[src/rtl/ip_rx_if.sv]
// ip_rx_if: MAC-side byte stream into the IPv4 parser and payload stream out to the upper layers.
//   i_mac_data/type/last/valid : frame bytes from the MAC RX layer (IP header first)
//   o_recv_data/type/len/last/valid : payload stream with protocol and payload length
//   o_src_ip/o_src_ip_valid : source address of the accepted packet, pulse on header accept
//   master modport drives the MAC side, slave modport is the parser view.
interface ip_rx_if;
   logic [7:0]  i_mac_data;
   logic [15:0] i_mac_type;
   logic        i_mac_last;
   logic        i_mac_valid;
   logic [7:0]  o_recv_data;
   logic [7:0]  o_recv_type;
   logic [15:0] o_recv_len;
   logic        o_recv_last;
   logic        o_recv_valid;
   logic [31:0] o_src_ip;
   logic        o_src_ip_valid;
   modport master (
      output i_mac_data, i_mac_type, i_mac_last, i_mac_valid,
      input  o_recv_data, o_recv_type, o_recv_len, o_recv_last, o_recv_valid, o_src_ip, o_src_ip_valid
   );
   modport slave (
      input  i_mac_data, i_mac_type, i_mac_last, i_mac_valid,
      output o_recv_data, o_recv_type, o_recv_len, o_recv_last, o_recv_valid, o_src_ip, o_src_ip_valid
   );
endinterface

[src/rtl/ip_rx.sv]
// ip_rx: IPv4 receive parser, validates and strips the 20-byte header and streams the payload upward.
//   i_clk, i_rst        : clock, asynchronous active-high reset
//   i_local_ip(_valid)  : loads a new local IP address (reset value P_LOCAL_IP)
//   bus (ip_rx_if.slave): MAC byte stream in, payload stream, protocol, length and source IP out
//   Define IP_RX_CHKSUM_EN to reject frames whose header checksum is wrong.
module ip_rx #(
   parameter logic [31:0] P_LOCAL_IP = {8'd192, 8'd168, 8'd1, 8'd1},
   parameter logic [15:0] P_TYPE_IP  = 16'h0800
) (
   input  logic        i_clk,
   input  logic        i_rst,
   input  logic [31:0] i_local_ip,
   input  logic        i_local_ip_valid,
   ip_rx_if.slave      bus
);
   typedef enum logic [1:0] {IDLE, HEADER, PAYLOAD, DROP} state_t;
   state_t      state, state_nxt;
   logic [15:0] cnt, total_len;
   logic [7:0]  proto;
   logic [31:0] local_ip, local_snap, src;
   logic [23:0] dst;
   logic        frag_bad;
   logic        hdr_byte, chk_ok, dst_ok, accept, emit, emit_last;
   logic        p_valid, p_last;
   logic [7:0]  p_data;

   always_ff @(posedge i_clk or posedge i_rst)
      if (i_rst) state <= IDLE;
      else state <= state_nxt;

   always_comb begin
      state_nxt = state;
      if (bus.i_mac_valid)
         if (bus.i_mac_last) state_nxt = IDLE;
         else
            case (state)
               IDLE:    state_nxt = (bus.i_mac_type == P_TYPE_IP && bus.i_mac_data == 8'h45) ? HEADER : DROP;
               HEADER:  state_nxt = cnt != 16'd19 ? HEADER : (accept && total_len != 16'd20) ? PAYLOAD : DROP;
               PAYLOAD: state_nxt = emit_last ? DROP : PAYLOAD;
               default: state_nxt = DROP;
            endcase
   end

   // The decision on byte 19 sees the last destination byte directly off the bus.
   always_comb begin
      hdr_byte  = bus.i_mac_valid && (state == IDLE || state == HEADER);
      dst_ok    = {dst, bus.i_mac_data} == local_snap || {dst, bus.i_mac_data} == 32'hFFFF_FFFF;
      accept    = state == HEADER && bus.i_mac_valid && cnt == 16'd19 && !frag_bad &&
                  total_len >= 16'd20 && dst_ok && chk_ok;
      emit      = state == PAYLOAD && bus.i_mac_valid;
      emit_last = emit && (cnt == total_len - 16'd1 || bus.i_mac_last);
   end

`ifdef IP_RX_CHKSUM_EN
   logic [7:0]  hi;
   logic [15:0] acc, fold;
   logic [16:0] sum;
   // Each odd byte completes a 16-bit word; byte 1 restarts the running sum.
   always_comb begin
      sum    = (cnt == 16'd1 ? 17'd0 : {1'b0, acc}) + {1'b0, hi, bus.i_mac_data};
      fold   = sum[15:0] + {15'd0, sum[16]};
      chk_ok = fold == 16'hFFFF;
   end
   always_ff @(posedge i_clk or posedge i_rst)
      if (i_rst) begin
         hi  <= '0;
         acc <= '0;
      end else if (hdr_byte) begin
         hi  <= bus.i_mac_data;
         acc <= cnt[0] ? fold : acc;
      end
`else
   assign chk_ok = 1'b1;
`endif

   always_ff @(posedge i_clk or posedge i_rst)
      if (i_rst) begin
         local_ip   <= P_LOCAL_IP;
         local_snap <= '0;
         cnt        <= '0;
         total_len  <= '0;
         frag_bad   <= 1'b0;
         proto      <= '0;
         src        <= '0;
         dst        <= '0;
      end else begin
         if (i_local_ip_valid) local_ip <= i_local_ip;
         if (bus.i_mac_valid) cnt <= bus.i_mac_last ? 16'd0 : cnt + {15'd0, cnt != 16'hFFFF};
         if (hdr_byte)
            case (cnt)
               16'd2:  total_len[15:8] <= bus.i_mac_data;
               16'd3:  total_len[7:0] <= bus.i_mac_data;
               16'd6:  frag_bad <= bus.i_mac_data[5] | (|bus.i_mac_data[4:0]);
               16'd7:  frag_bad <= frag_bad | (|bus.i_mac_data);
               16'd9:  proto <= bus.i_mac_data;
               16'd12, 16'd13, 16'd14, 16'd15: src <= {src[23:0], bus.i_mac_data};
               // The local address in force when byte 16 arrives is the one this frame is checked against.
               16'd16: begin
                  dst        <= {dst[15:0], bus.i_mac_data};
                  local_snap <= local_ip;
               end
               16'd17, 16'd18: dst <= {dst[15:0], bus.i_mac_data};
               default: ;
            endcase
      end

   // Two register stages give the fixed two-cycle input-to-output latency.
   always_ff @(posedge i_clk or posedge i_rst)
      if (i_rst) begin
         p_valid            <= 1'b0;
         p_last             <= 1'b0;
         p_data             <= '0;
         bus.o_recv_valid   <= 1'b0;
         bus.o_recv_last    <= 1'b0;
         bus.o_recv_data    <= '0;
         bus.o_recv_type    <= '0;
         bus.o_recv_len     <= '0;
         bus.o_src_ip       <= '0;
         bus.o_src_ip_valid <= 1'b0;
      end else begin
         p_valid            <= emit;
         p_last             <= emit_last;
         p_data             <= bus.i_mac_data;
         bus.o_recv_valid   <= p_valid;
         bus.o_recv_last    <= p_last;
         bus.o_recv_data    <= p_data;
         bus.o_src_ip_valid <= accept;
         if (accept) begin
            bus.o_src_ip    <= src;
            bus.o_recv_type <= proto;
            bus.o_recv_len  <= total_len - 16'd20;
         end
      end
endmodule

[src/flat_wrapper.sv]
// flat-port wrapper written by rule: the top's interface ports become plain ports
module ip_rx_flat 
#(
   parameter logic [31:0] P_LOCAL_IP = {8'd192, 8'd168, 8'd1, 8'd1},
   parameter logic [15:0] P_TYPE_IP  = 16'h0800
)
  (i_clk, i_rst, i_local_ip, i_local_ip_valid, bus_i_mac_data, bus_i_mac_type, bus_i_mac_last, bus_i_mac_valid, bus_o_recv_data, bus_o_recv_type, bus_o_recv_len, bus_o_recv_last, bus_o_recv_valid, bus_o_src_ip, bus_o_src_ip_valid);
  ip_rx_if bus_i ();
  input  logic i_clk;
  input  logic i_rst;
  input  logic [31:0] i_local_ip;
  input  logic i_local_ip_valid;
  input wire logic [$bits(bus_i.i_mac_data)-1:0] bus_i_mac_data;
  input wire logic [$bits(bus_i.i_mac_type)-1:0] bus_i_mac_type;
  input wire logic [$bits(bus_i.i_mac_last)-1:0] bus_i_mac_last;
  input wire logic [$bits(bus_i.i_mac_valid)-1:0] bus_i_mac_valid;
  output wire logic [$bits(bus_i.o_recv_data)-1:0] bus_o_recv_data;
  output wire logic [$bits(bus_i.o_recv_type)-1:0] bus_o_recv_type;
  output wire logic [$bits(bus_i.o_recv_len)-1:0] bus_o_recv_len;
  output wire logic [$bits(bus_i.o_recv_last)-1:0] bus_o_recv_last;
  output wire logic [$bits(bus_i.o_recv_valid)-1:0] bus_o_recv_valid;
  output wire logic [$bits(bus_i.o_src_ip)-1:0] bus_o_src_ip;
  output wire logic [$bits(bus_i.o_src_ip_valid)-1:0] bus_o_src_ip_valid;
  assign bus_i.i_mac_data = bus_i_mac_data;
  assign bus_i.i_mac_type = bus_i_mac_type;
  assign bus_i.i_mac_last = bus_i_mac_last;
  assign bus_i.i_mac_valid = bus_i_mac_valid;
  assign bus_o_recv_data = bus_i.o_recv_data;
  assign bus_o_recv_type = bus_i.o_recv_type;
  assign bus_o_recv_len = bus_i.o_recv_len;
  assign bus_o_recv_last = bus_i.o_recv_last;
  assign bus_o_recv_valid = bus_i.o_recv_valid;
  assign bus_o_src_ip = bus_i.o_src_ip;
  assign bus_o_src_ip_valid = bus_i.o_src_ip_valid;
  ip_rx #(.P_LOCAL_IP(P_LOCAL_IP), .P_TYPE_IP(P_TYPE_IP)) u_core (.i_clk(i_clk), .i_rst(i_rst), .i_local_ip(i_local_ip), .i_local_ip_valid(i_local_ip_valid), .bus(bus_i));
endmodule
[config.mk]
export PLATFORM = sky130hd
export DESIGN_NAME = ip_rx_flat
export DESIGN_NICKNAME = d
export VERILOG_FILES = /design/src/rtl/ip_rx_if.sv /design/src/rtl/ip_rx.sv /design/src/flat_wrapper.sv
export SDC_FILE = /design/constraint.sdc
export NUM_CORES = 1
export LEC_CHECK = 0
export ABC_AREA = 1
export ABC_CLOCK_PERIOD_IN_PS = 12140
export CORE_ASPECT_RATIO = 0.9
export CORE_MARGIN = 2
export CORE_UTILIZATION = 44
export CTS_CLUSTER_DIAMETER = 30
export CTS_CLUSTER_SIZE = 16
export DETAILED_ROUTE_END_ITERATION = 10
export GPL_TIMING_DRIVEN = 0
export PLACE_DENSITY = 0.76
export SETUP_SLACK_MARGIN = 0.4
export SYNTH_ARGS = -nofsm -noshare
export SYNTH_HDL_FRONTEND = slang
export SYNTH_SLANG_ARGS = --single-unit
[constraint.sdc]
create_clock -name i_clk -period 12.14 [get_ports i_clk]
set_input_delay 2.428 -clock i_clk [delete_from_list [all_inputs] [get_ports i_clk]]
set_output_delay 2.428 -clock i_clk [all_outputs]
set_load 0.01 [all_outputs]
# Word-level counts from Yosys, hierarchy flattened
# Index checks and enable logic that the tools add are counted.
[classes] addsub=3 magnitude_cmp=1 n_eq_ne=23 n_mux=8 bitwise=2 n_reduce_logical=27
[op_table] operator="== test 16 x 4 -> 1 bit, second input constant" n=5
[op_table] operator="== test 16 x 5 -> 1 bit, second input constant" n=4
[op_table] operator="== test 16 x 2 -> 1 bit, second input constant" n=2
[op_table] operator="== test 16 x 3 -> 1 bit, second input constant" n=2
[op_table] operator="== test 32 bit" n=1
[op_table] operator="== test 32 bit, second input constant" n=1
[op_table] operator="!= test 16 x 5 -> 1 bit, second input constant" n=2
[op_table] operator="adder 16 x 1 -> 16 bit" n=1
[op_table] operator="== test 16 x 12 -> 1 bit, second input constant" n=1
[op_table] operator="== test 16 bit" n=1
[op_table] operator=">= comparator 16 x 5 -> 1 bit, second input constant" n=1
[op_table] operator="2-to-1 mux 16 bit" n=1
[op_table] operator="!= test 16 bit, second input constant" n=1
[op_table] operator="subtractor 16 x 1 -> 16 bit, second input constant" n=1
[op_table] operator="subtractor 16 x 5 -> 16 bit, second input constant" n=1
[op_table] operator="AND reduction 2 bit" n=7
[op_table] operator="logical AND 1 bit" n=10
[op_table] operator="== test 8 x 7 -> 1 bit, second input constant" n=1
[op_table] operator="OR reduction 8 bit" n=1
[op_table] operator="2-to-1 mux 2 bit" n=3
[op_table] operator="one-hot mux 2 bit (3 select lines)" n=1
[op_table] operator="OR reduction 5 bit" n=1
[op_table] operator="OR reduction 4 bit" n=1
[op_table] operator="logical OR 1 bit" n=3
[op_table] operator="9 further kinds" n=11
[totals] reg_bits=240 input_bits=61 output_inout_bits=67 wordCells=84

# Depth between registers and ports, before layout
# Gate-level depths: netlist of the first run.
[logic_depth] ltp_word=11 depth_mapped=19 depth_no_buf=19

# Worst setup path after synthesis of the first run
# Ideal clock, no wire load.
[synth_timing] path_kind="input port to flip-flop" startpoint="input bus_i_mac_valid" endpoint="register u_core.src[10]" setup_ns=0.130 arrival_ns=3.612 required_time_ns=12.010 path_slack_ns=8.398 cell_stages=9 path_buffers=2 path_cell_list="buf_2 -> inv_2 -> nor2_2 -> inv_1 -> nor2_1 -> nand4_2 -> clkbuf_1 -> nand2_1 -> o21ai_0"
[synth_between] elab_chain_len=2
[synth_rtl] item="start: declaration" line="flat_wrapper.sv:16" rtl="input wire logic [$bits(bus_i.i_mac_valid)-1:0] bus_i_mac_valid;"
[synth_rtl] item="logical AND 1 bit" line="ip_rx.sv:46" rtl="hdr_byte = bus.i_mac_valid && (state == IDLE || state == HEADER);"
[synth_rtl] item="AND reduction 2 bit (no source line)"
[synth_rtl] item="end signal: assignment" line="ip_rx.sv:96" rtl="16'd12, 16'd13, 16'd14, 16'd15: src <= {src[23:0], bus.i_mac_data};"
[synth_rtl] item="end: declaration" line="ip_rx.sv:20" rtl="logic [31:0] local_ip, local_snap, src;"
# Every way passes these cells.
# A chain may end at the register's enable or synchronous reset.

# Worst setup path after layout of the first run
[layout_timing] startpoint="input bus_i_mac_data[5]" endpoint="register u_core.bus.o_recv_type[3]"
[layout_between] elab_chain_len=3 word_cells_on_any_way=4 cone_classes="eq/ne (2); reduce/logical (2)"
[layout_rtl] item="start: declaration" line="flat_wrapper.sv:13" rtl="input wire logic [$bits(bus_i.i_mac_data)-1:0] bus_i_mac_data;"
[layout_rtl] item="== test 32 bit" line="ip_rx.sv:47" rtl="dst_ok = {dst, bus.i_mac_data} == local_snap || {dst, bus.i_mac_data} == 32'hFFFF_FFFF;"
[layout_rtl] item="logical OR 1 bit (*)" line="ip_rx.sv:47"
[layout_rtl] item="logical AND 1 bit (*)" line="ip_rx.sv:49" rtl="total_len >= 16'd20 && dst_ok && chk_ok;"
[layout_rtl] item="end signal: assignment" line="ip_rx.sv:130" rtl="bus.o_recv_type <= proto;"
[layout_rtl] item="end: declaration" line="ip_rx_if.sv:24" rtl="output o_recv_data, o_recv_type, o_recv_len, o_recv_last, o_recv_valid, o_src_ip, o_src_ip_valid"
# Every way passes the cells marked *; elsewhere a longest branch is shown, timed or not.

==> impl_results.md, run 1 <==
- Ports: 128
- Status: finished, final reports clean
- Number of antenna repair diodes: 0
- Critical hold path startpoint: u_core.p_data[6]
- Max-slew headroom: 43.78%
- Crit Path Class: input pin to register
- Total track usage: 21.36%
- Pre-CTS setup slack: 7.528 ns
- Syn Area/Cell: 8.710 um^2
- Core area: 23340 um^2
- Min cycle time layout: 4.104 ns
- IO Port Bufs: 125
- Worst-Skew Late Latency: 0.54 ns
- Pwr dens: 178.0 nW/um^2
- MaxCap Viol Count: 0
- CTS Buffer Depth: 3
- Final WS setup: 8.036 ns
- Post-CTS setup buffers: 0
- R2r worst-path depth: 12
- Drt pass-1 iters: 6
- Total negative slack: 0 ns
- Clock-pin slew on the worst setup and hold paths: 0.05 ns
- Top cell type by total area after synthesis: dfrtp_1
- Highest net fanout along the worst path: 10
- Max Slew Vio Count: 0
- Worst Hold Class: register to register
- Hold path depth: 0
- Number of global-route vias before repair: 8594
- Finished Layout Cells: 1708
- # hold bufs at CTS: 0
- VDD IR max: 0.1168 mV
- Fmax: 243.7 MHz
- Die Footprint: 25060 um^2
- Layout Nets: 1440
- Initial antenna violation count: 0
- Gr ovfl total: 0
- Vias: 8687
- Max H-tree Level: 2
- CP Data Required Time: 12.56 ns
- WP data arrival: 4.52 ns
- Reg-to-reg critical path startpoint: u_core.cnt[4]
- Top-area cell type share of the netlist area: 55.65%
- FF-to-FF End: u_core.cnt[15]
- CTS resizes: 0
- Crit path launch type: input pin
- Starting Density: 44.89%
- Synthesized flop and latch total: 240
- Clk root buf: clkbuf_16
- # DRC: 0
- Yosys cell types: 38
- Drt initial violations: 818
- Fin util: 57.94%
- Final WL: 26150 um
- Post-Syn Area: 10480 um^2
- Num CTS Buffers: 42
- Post-detailed-route count of antenna-violating nets: 0
- # setup viols final: 0
- R2r setup slk: 9.62 ns
- CP endpoint kind: register
- Die X: 166.7 um
- Seq/Total Area, Yosys: 57.40%
- RSZ-0062 raised after global routing: no
- Skew final: 0.02403 ns
- Vias/cell: 5.086
- Share of layout cells above drive strength 1: 9.175%
- Worst Hold End: u_core.bus.o_recv_data[6]
- First-pass GRT wire length: 43270 um
- Gp weighted congestion: 0.8645
- Post-detail-place hpwl: 18180 um
- Syn Inst Count: 1203
- Leakage power: 6.265 nW
- WL/cell: 15.31 um
- Largest cells by area after synthesis: dfrtp_1 56%, nand2_1 12%, o21ai_0 5.7%
- Worst-Margin Slew: 0.8433 ns
- Die height: 150.4 um
- Yosys warnings: 0
- Period utilisation layout: 33.80%
- Largest net degree at the start of global routing: 125
- Area growth, synth to finish: 29.08%
- Syn nets: 1270
- # clock sinks: 240
- Row cnt: 53
- Final hold vios: 0
- CTS tree: done
- Final hold slack: 0.3380 ns
- Cells after DPL: 1631
[how the worst max path moves through the flow]
| stage | cells after the start | slack (ns) | endpoint | startpoint |
|---|---|---|---|---|
| after detailed placement | 12 | 7.53 | u_core.bus.o_src_ip[0] | bus_i_mac_data[5] |
| final | 14 | 8.04 | u_core.bus.o_recv_type[3] | bus_i_mac_data[5] |
| after CTS | 14 | 8.04 | u_core.bus.o_recv_type[3] | bus_i_mac_data[5] |
| after global routing | 14 | 7.86 | u_core.bus.o_recv_type[3] | bus_i_mac_data[2] |
| after floorplan | 1 | 3.14 | u_core.bus.o_recv_data[0] | i_rst |
| after global placement | 2 | 0.42 | u_core.local_ip[15] | i_rst |
[sequential cells by signal, indices dropped and copies added (netlist names), 2 cells and up]
signal and cells:
u_core.bus.o_src_ip 32, u_core.local_ip 32, u_core.local_snap 32, u_core.src 32
u_core.dst 24, u_core.bus.o_recv_len 16, u_core.cnt 16, u_core.total_len 16
u_core.bus.o_recv_data 8, u_core.bus.o_recv_type 8, u_core.p_data 8, u_core.proto 8
u_core.state 2
[where the power goes]
group / switching, W / leakage (nW) / total (W) / internal, W
Sequential: 0.0000424 / 3.19 / 0.000886 / 0.000844
Combinational: 0.000252 / 2.41 / 0.000391 / 0.000138
Clock: 0.000425 / 0.665 / 0.00113 / 0.000705
Total: 0.000720 / 6.26 / 0.00241 / 0.00169
[cells in the final DEF, fill, tap and decap left out, types with 14 or more instances in the layout]
cell type,n
a21oi_1,21
nand3_1,30
nand2_1,345
nor3_1,16
buf_2,14
xor2_1,14
nand4_1,18
clkbuf_1,33
o21ai_0,119
dfrtp_1,233
clkdlybuf4s50_1,125
xnor2_1,33
nor2_1,83
o21ai_1,60
inv_1,119
clkbuf_16,42
[area by class of cell]
| type | count | area [um^2] |
|---|---|---|
| Buffer | 45 | 205.2 |
| Timing Repair Buffer | 126 | 1279 |
| Clock inverter | 28 | 285.3 |
| Sequential cell | 240 | 6015 |
| Fill cell | 2032 | 9818 |
| Multi-Input combinational cell | 787 | 3764 |
| Tap cell | 302 | 377.9 |
| Inverter | 131 | 501.7 |
| Clock buffer | 49 | 1097 |
[cells in the mapped netlist]
library cell,n
inv_1,120
buf_4,1
dfstp_2,7
ha_1,6
o31ai_1,1
nand3_2,2
nand4_2,1
buf_6,2
a21oi_1,21
nor2_4,1
nand3b_1,4
or2_2,3
nand2_2,1
or2_1,1
nor2_1,83
o21ai_0,119
o21ai_1,60
nand3_1,30
nor4_2,1
nand2_1,345
a21oi_2,5
nor4_1,10
buf_2,14
dfrtp_1,233
nand4_1,18
inv_4,1
o311ai_0,1
o21a_1,1
inv_2,9
xor2_1,14
clkbuf_1,28
mux2_2,2
nor3_1,16
a2111oi_0,2
clkinv_1,1
o211ai_1,1
xnor2_1,33
nor2_2,5
[worst max-delay path, cell delays in order]
cell,delay (ns)
clkdlybuf4s50_1,0.51
inv_1,0.19
or2_2,0.32
nand3_1,0.09
nor2_1,0.04
nand2_1,0.07
nor2_1,0.04
nand2_1,0.05
nand2_1,0.09
nand2_2,0.25
inv_4,0.09
buf_4,0.19
nand2_1,0.08
nand2_1,0.08
[stage by stage]
stage,cell area (um^2),power (W)
6_report,13520,0.002408
5_1_grt,13520,0.002516
4_1_cts,13520,0.002414
3_5_place_dp,12140,0.001282
3_3_place_gp,12110,0.001267
2_1_floorplan,10480,0.001167
[kinds of logic (layout without fill, tap and decap cells)]
logic type | Yosys count | count (layout) | synth area share [%]
and+or+nand+nor | 521 | 521 | 20.62
buffers and inverters | 176 | 379 | 6.675
AOI/OAI and AO/OA | 211 | 211 | 10.44
adders and majority gates | 6 | 6 | 0.7165
muxes | 2 | 2 | 0.2149
DFF | 240 | 240 | 57.40
xor gates and xnor gates | 47 | 47 | 3.929
[layer usage]
layer  up-vias  track usage (%)  wire (um)
met5         -                0          0
met1      4149            28.13      11620
li1       4190                -          -
met3        50            3.707       1395
met2       298            36.18      12470
met4         0            7.328        652
Power figures use the tool's default switching activity.
==> run 2, diff against run 1 <==
- ABC_CLOCK_PERIOD_IN_PS: 12140 -> 4030
- clock period: 12.14 -> 4.03 ns (I/O delays scaled with it)
==> run 2 against run 1 <==
Compared with the run above:
- critical path depth down 1
- largest power group unchanged
- die area unchanged
- global-route usage up 0.30 points
- highest routed layer unchanged
- core utilization up 0.74 points
- final cell count up 0.35%
- cell area up 1.3%
- critical path type unchanged
- clock power rose to 3.2 times the previous value
==> impl_results.md, run 2 (synthesized netlist as in run 1, its figures left out) <==
- First-pass GRT wire length: 43720 um (+1.0%)
- VDD IR max: 0.3878 mV (+230%)
- # setup viols final: 0 (unchanged)
- CP Data Required Time: 4.47 ns (-8.09 ns)
- Crit path launch type: input pin
- Clock-pin slew on the worst setup and hold paths: 0.05 ns (about the same)
- # clock sinks: 240 (unchanged)
- Post-CTS setup buffers: 0 (unchanged)
- Num CTS Buffers: 43 (+2.4%)
- Ports: 128 (unchanged)
- Clk root buf: clkbuf_16
- Slowest cell delay on critical path: 0.57 ns (+0.06 ns)
- Drt pass-1 iters: 5 (-1)
- Layout Nets: 1445 (+0.35%)
- CP endpoint kind: register
- Die height: 150.4 um (unchanged)
- CTS Buffer Depth: 3 (unchanged)
- Starting Density: 44.89% (unchanged)
- Ordered cell list for the critical path: clkdlybuf4s50_1, inv_1, or2_1, nand3_1, nor2_1, nand2_1, nor2_1, nand2_1, nand2_1, nand2_2, buf_2, nand2_1, o21ai_1
- Status: finished, final reports clean
- CTS tree: done
- Number of antenna repair diodes: 0 (unchanged)
- RSZ-0062 raised after global routing: no
- Period utilisation layout: 62.28%
- Placed inst area: 12210 um^2 (+0.57%)
- IO Port Bufs: 125 (unchanged)
- Finished Layout Cells: 1714 (+0.35%)
- Critical Path Most Common Cell: nand2_1
- Vias: 8681 (-0.069%)
- # hold bufs at CTS: 0 (unchanged)
- Max Slew Vio Count: 0 (unchanged)
- Vias/cell: 5.065 (-0.42%)
- Fin area: 13700 um^2 (+1.3%)
- Largest net degree at the start of global routing: 46 (-63%)
- Gr ovfl total: 0 (unchanged)
- Crit Path Class: input pin to register
- WL/cell: 15.21 um (-0.66%)
- Pwr dens: 548.0 nW/um^2 (+210%)
- Max H-tree Level: 2 (unchanged)
- Max-slew headroom: 43.82% (about the same)
- Worst-Margin Slew: 0.8410 ns (-0.002331 ns)
- Buf/Inv on CP: 3 (-1)
- Skew final: 0.01628 ns (-0.007748 ns)
- Total track usage: 21.67% (+0.30 points)
- WP data arrival: 2.95 ns (-1.57 ns)
- Worst-Skew Late Latency: 0.53 ns (about the same)
- Post-detailed-route count of antenna-violating nets: 0 (unchanged)
- Final WL: 26060 um (-0.31%)
- Layout fillers: 1999 (-1.6%)
- Share of layout cells above drive strength 1: 9.703% (+0.53 points)
- CP max-delay cell: clkdlybuf4s50_1
- Cells after DPL: 1635 (+0.25%)
- Drt initial violations: 695 (-15%)
- CTS resizes: 0 (unchanged)
- Initial antenna violation count: 0 (unchanged)
- Most common library cell in the layout ignoring fill and taps: nand2_1
- Core area: 23340 um^2 (unchanged)
- Worst Hold Class: register to register
- Post-detail-place hpwl: 18370 um (+1.1%)
- Leakage power: 6.358 nW (+1.5%)
- MaxCap Viol Count: 0 (unchanged)
- Die X: 166.7 um (unchanged)
- Number of global-route vias before repair: 8776 (+2.1%)
- Final hold vios: 0 (unchanged)
- Min cycle time layout: 2.510 ns
- Area growth, synth to finish: 30.74%
- Gp weighted congestion: 0.8793 (+1.7%)
- Total power: 0.007506 W (+210%)
- Row cnt: 53 (unchanged)
- Commonest non-fill, non-tap cells in the layout: 345 x nand2_1, 233 x dfrtp_1, 125 x clkdlybuf4s50_1
- Fmax: 398.4 MHz
- Highest net fanout along the worst path: 10 (unchanged)
- Die Footprint: 25060 um^2 (unchanged)
- Delay-heaviest family, CP: buffers and inverters
- # DRC: 0 (unchanged)
[run 2: worst paths after layout]
check,from,endpoint,slack [ns],depth (start not counted)
min reg2reg,u_core.p_data[3],u_core.bus.o_recv_data[3],0.34,0
min in group asynchronous,i_rst,u_core.bus.o_recv_data[7],0.79,2
max reg2reg,u_core.cnt[12],u_core.cnt[6],1.56,12
min,u_core.p_data[3],u_core.bus.o_recv_data[3],0.34,0
max in group asynchronous,i_rst,u_core.local_ip[8],2.18,4
max,bus_i_mac_data[2],u_core.bus.o_recv_len[5],1.52,13
[run 2: routing by layer]
metal  GRT usage, %  wire [um]  vias up
met3          3.785       1574       69
li1               -          -     4208
met5              0          0        -
met1          28.38      11420     4110
met2          36.03      12190      294
met4          9.095        880        0
[run 2: stage by stage]
stage               utilization, %  hold WS [ns]  TNS (ns)  setup WS [ns]
floorplan                        -        0.3312         0        0.08189
global placement             51.88        0.3312   -360.88         -1.555
detailed placement           52.31        0.3355         0          1.038
CTS                          58.68        0.3431         0          1.550
global route                 58.68        0.3558         0          1.230
finish                       58.68        0.3438         0          1.520
[run 2: area by class of cell]
| cell class | count | area, um^2 | share of cell area (%) |
|---|---|---|---|
| multi-input combinational | 787 | 3764 | 27.48 |
| clock buffer | 53 | 1195 | 8.723 |
| buffer | 45 | 205.2 | 1.498 |
| sequential | 240 | 6015 | 43.91 |
| timing repair buffer | 130 | 1351 | 9.865 |
| inverter | 131 | 498.0 | 3.635 |
| clock inverter | 26 | 292.8 | 2.137 |
| tap | 302 | 377.9 | 2.758 |
[run 2: power by group]
group | total (W) | switching, W | internal, W | leakage (nW)
clock network | 0.00365 | 0.00126 | 0.00239 | 0.730
registers | 0.00267 | 0.000127 | 0.00254 | 3.19
logic | 0.00119 | 0.000764 | 0.000424 | 2.44
==> run 3, diff against run 2 <==
- ABC_CLOCK_PERIOD_IN_PS: 4030 -> 2180
- PLACE_DENSITY: 0.76 -> 0.79
- clock period: 4.03 -> 2.18 ns (I/O delays scaled with it)
==> run 3 against run 2 <==
Compared with the run above:
- the flow now finishes with violations (negative setup slack)
- register-to-register slack worse by 1.7 ns
- cell area is 19% higher
- final cell count is 5.3% higher
- first-iteration DRC count is 44% higher
- wire length is 32% higher
- global-route usage is 0.83 points higher
- setup slack worse by 1.6 ns
- clock skew is 0.0068 ns higher
- sequential cell count stayed put
- sequential power is 86% higher
==> impl_results.md, run 3 (synthesized netlist as in run 1, its figures left out) <==
- Fmax: 433.5 MHz
- Most common library cell in the layout ignoring fill and taps: nand2_1
- Leakage power: 8.582 nW (+35%)
- Share of layout cells above drive strength 1: 32.73% (+23 points)
- CP endpoint kind: register
- Vias/cell: 5.476 (+8.1%)
- Total negative slack: -2.403 ns (-2.403 ns)
- IO Port Bufs: 125 (unchanged)
- Num CTS Buffers: 42 (-2.3%)
- Failing checks: negative setup slack
- Number of antenna repair diodes: 0 (unchanged)
- Row cnt: 53 (unchanged)
- Die X: 166.7 um (unchanged)
- Period utilisation layout: 105.8%
- Final hold vios: 0 (unchanged)
- Seq pwr share: 33.7% (-1.9 points)
- First-pass GRT wire length: 45640 um (+4.4%)
- Max-slew headroom: 44.41% (+0.60 points)
- Crit Path Class: register to register
- WP data arrival: 2.71 ns (-0.24 ns)
- Vias: 9885 (+14%)
- Final hold slack: 0.1326 ns (-0.2113 ns)
- Ports: 128 (unchanged)
- Worst-Margin Slew: 0.8320 ns (-0.008921 ns)
- Initial antenna violation count: 0 (unchanged)
- Largest net degree at the start of global routing: 44 (-4.3%)
- Clk root buf: clkbuf_16
- # DRC: 0 (unchanged)
- Max H-tree Level: 2 (unchanged)
- Clock-pin slew on the worst setup and hold paths: 0.06 ns (about the same)
- Pwr dens: 909.4 nW/um^2 (+66%)
- Commonest non-fill, non-tap cells in the layout: 254 x nand2_1, 224 x dfrtp_1, 104 x inv_1
- NetSw: 0.004766 W (+120%)
- Core area: 23340 um^2 (unchanged)
- Drt pass-1 iters: 5 (unchanged)
- WL/cell: 19.03 um (+25%)
- Status: finished, violations left
- CP Data Required Time: 2.58 ns (-1.89 ns)
- Final WS setup: -0.1270 ns (-1.647 ns)
- Clock power frac: 44.6% (-4.0 points)
- Die height: 150.4 um (unchanged)
- Sw Ratio: 32.26% (+3.6 points)
- # setup viols final: 34 (+34)
- Post-detailed-route count of antenna-violating nets: 0 (unchanged)
- Highest net fanout along the worst path: 10 (unchanged)
- Skew final: 0.02303 ns (+0.006754 ns)
- Min cycle time layout: 2.307 ns
- Gp weighted congestion: 0.8762 (-0.35%)
- Final WL: 34350 um (+32%)
- Crit path launch type: register
- # hold bufs at CTS: 0 (unchanged)
- Drt initial violations: 1003 (+44%)
- VDD IR max: 0.7724 mV (+99%)
- Layout Nets: 1537 (+6.4%)
- Comb pwr share: 21.8% (+6.0 points)
- # clock sinks: 240 (unchanged)
- Starting Density: 44.89% (unchanged)
- CTS tree: done
- MaxCap Viol Count: 0 (unchanged)
- Pre-CTS setup slack: -0.5004 ns (-1.539 ns)
- Max Slew Vio Count: 0 (unchanged)
- Worst Hold Class: input pin to register
- Number of global-route vias before repair: 9094 (+3.6%)
- Internal power: 0.01001 W (+87%)
- Die Footprint: 25060 um^2 (unchanged)
- CTS Buffer Depth: 3 (unchanged)
- Total track usage: 22.49% (+0.83 points)
- Gr ovfl total: 0 (unchanged)
- Post-detail-place hpwl: 18880 um (+2.7%)
- RSZ-0062 raised after global routing: yes
- Area growth, synth to finish: 55.06%
- Worst-Skew Late Latency: 0.55 ns (+0.02 ns)
run 3: changes by cell type in the layout (fill, tap and decap cells not counted), moves of 51 or more:
cell             previous run  this run
buf_4                       1        61
clkdlybuf4s50_1           125        56
dlymetal6s2s_1              0        69
nand2_1                   345       254
nand2_2                     1        56
o21ai_0                   119        68
run 3: worst paths after layout:
check                                       start                      end  slack (ns)  cells past startpoint
worst min-delay path            bus_i_mac_data[5]         u_core.p_data[5]        0.13                      1
min in group asynchronous                   i_rst            u_core.src[0]        0.40                      2
worst max register to register     u_core.cnt[14]            u_core.dst[1]       -0.13                     13
max in group asynchronous                   i_rst       u_core.local_ip[8]        0.76                      4
worst min register to register     u_core.p_valid  u_core.bus.o_recv_valid        0.34                      0
worst max-delay path               u_core.cnt[14]            u_core.dst[1]       -0.13                     13
run 3: power groups by stage:
stage | Clock, W | Sequential, W | Combinational [W]
global placement | 0 | 0.00499 | 0.00208
CTS | 0.00657 | 0.00493 | 0.00240
floorplan | 0 | 0.00492 | 0.00160
global route | 0.00683 | 0.00499 | 0.00345
finish | 0.00659 | 0.00497 | 0.00322
detailed placement | 0 | 0.00500 | 0.00218
run 3: layout make-up:
cell class / count / area (um^2)
clock inverters: 29 / 322.8
well taps: 302 / 377.9
plain buffers: 45 / 488.0
multi-input cells: 788 / 4913
inverters: 131 / 520.5
flip-flops and latches: 240 / 6026
repair buffers: 222 / 2485
fillers: 1542 / 7096
clock buffers: 48 / 1114
run 3: what timing repair did:
| action | 4_1_cts | 5_1_grt |
|---|---|---|
| endpoints found under the hold margin | 0 | 0 |
| setup endpoints to repair | 249 | 253 |
| pin swaps | 24 | 57 |
| cloned | 0 | 14 |
| setup buffers | 30 | 48 |
| gates resized for setup | 77 | 516 |
run 3: through the flow:
step | total power [W] | cell area (um^2) | cells | util, %
after floorplan | 0.006521 | 10540 | 1203 | -
after global placement | 0.007075 | 12170 | 1630 | 52.12
after CTS | 0.01390 | 14190 | 1743 | 60.77
after detailed placement | 0.007182 | 12290 | 1636 | 52.64
after global routing | 0.01526 | 16250 | 1805 | 69.60
final | 0.01477 | 16250 | 1805 | 69.60
run 3: critical path, stage by stage, from the launching register on:
cell     delay [ns]
dfrtp_2        0.42
buf_4          0.18
inv_2          0.08
nand3_4        0.11
nor2_4         0.21
buf_6          0.14
buf_6          0.08
buf_6          0.08
buf_6          0.08
nand4_1        0.24
buf_6          0.26
buf_12         0.16
nand2_1        0.06
o21ai_1        0.06
run 3: routing by layer:
metal  track usage [%]  vias up  wire [um]
met3             3.917      158       2476
met4             8.534        0       1800
li1                  -     4405          -
met2             38.76      545      17330
met5                 0        -          0
met1             28.72     4777      12740
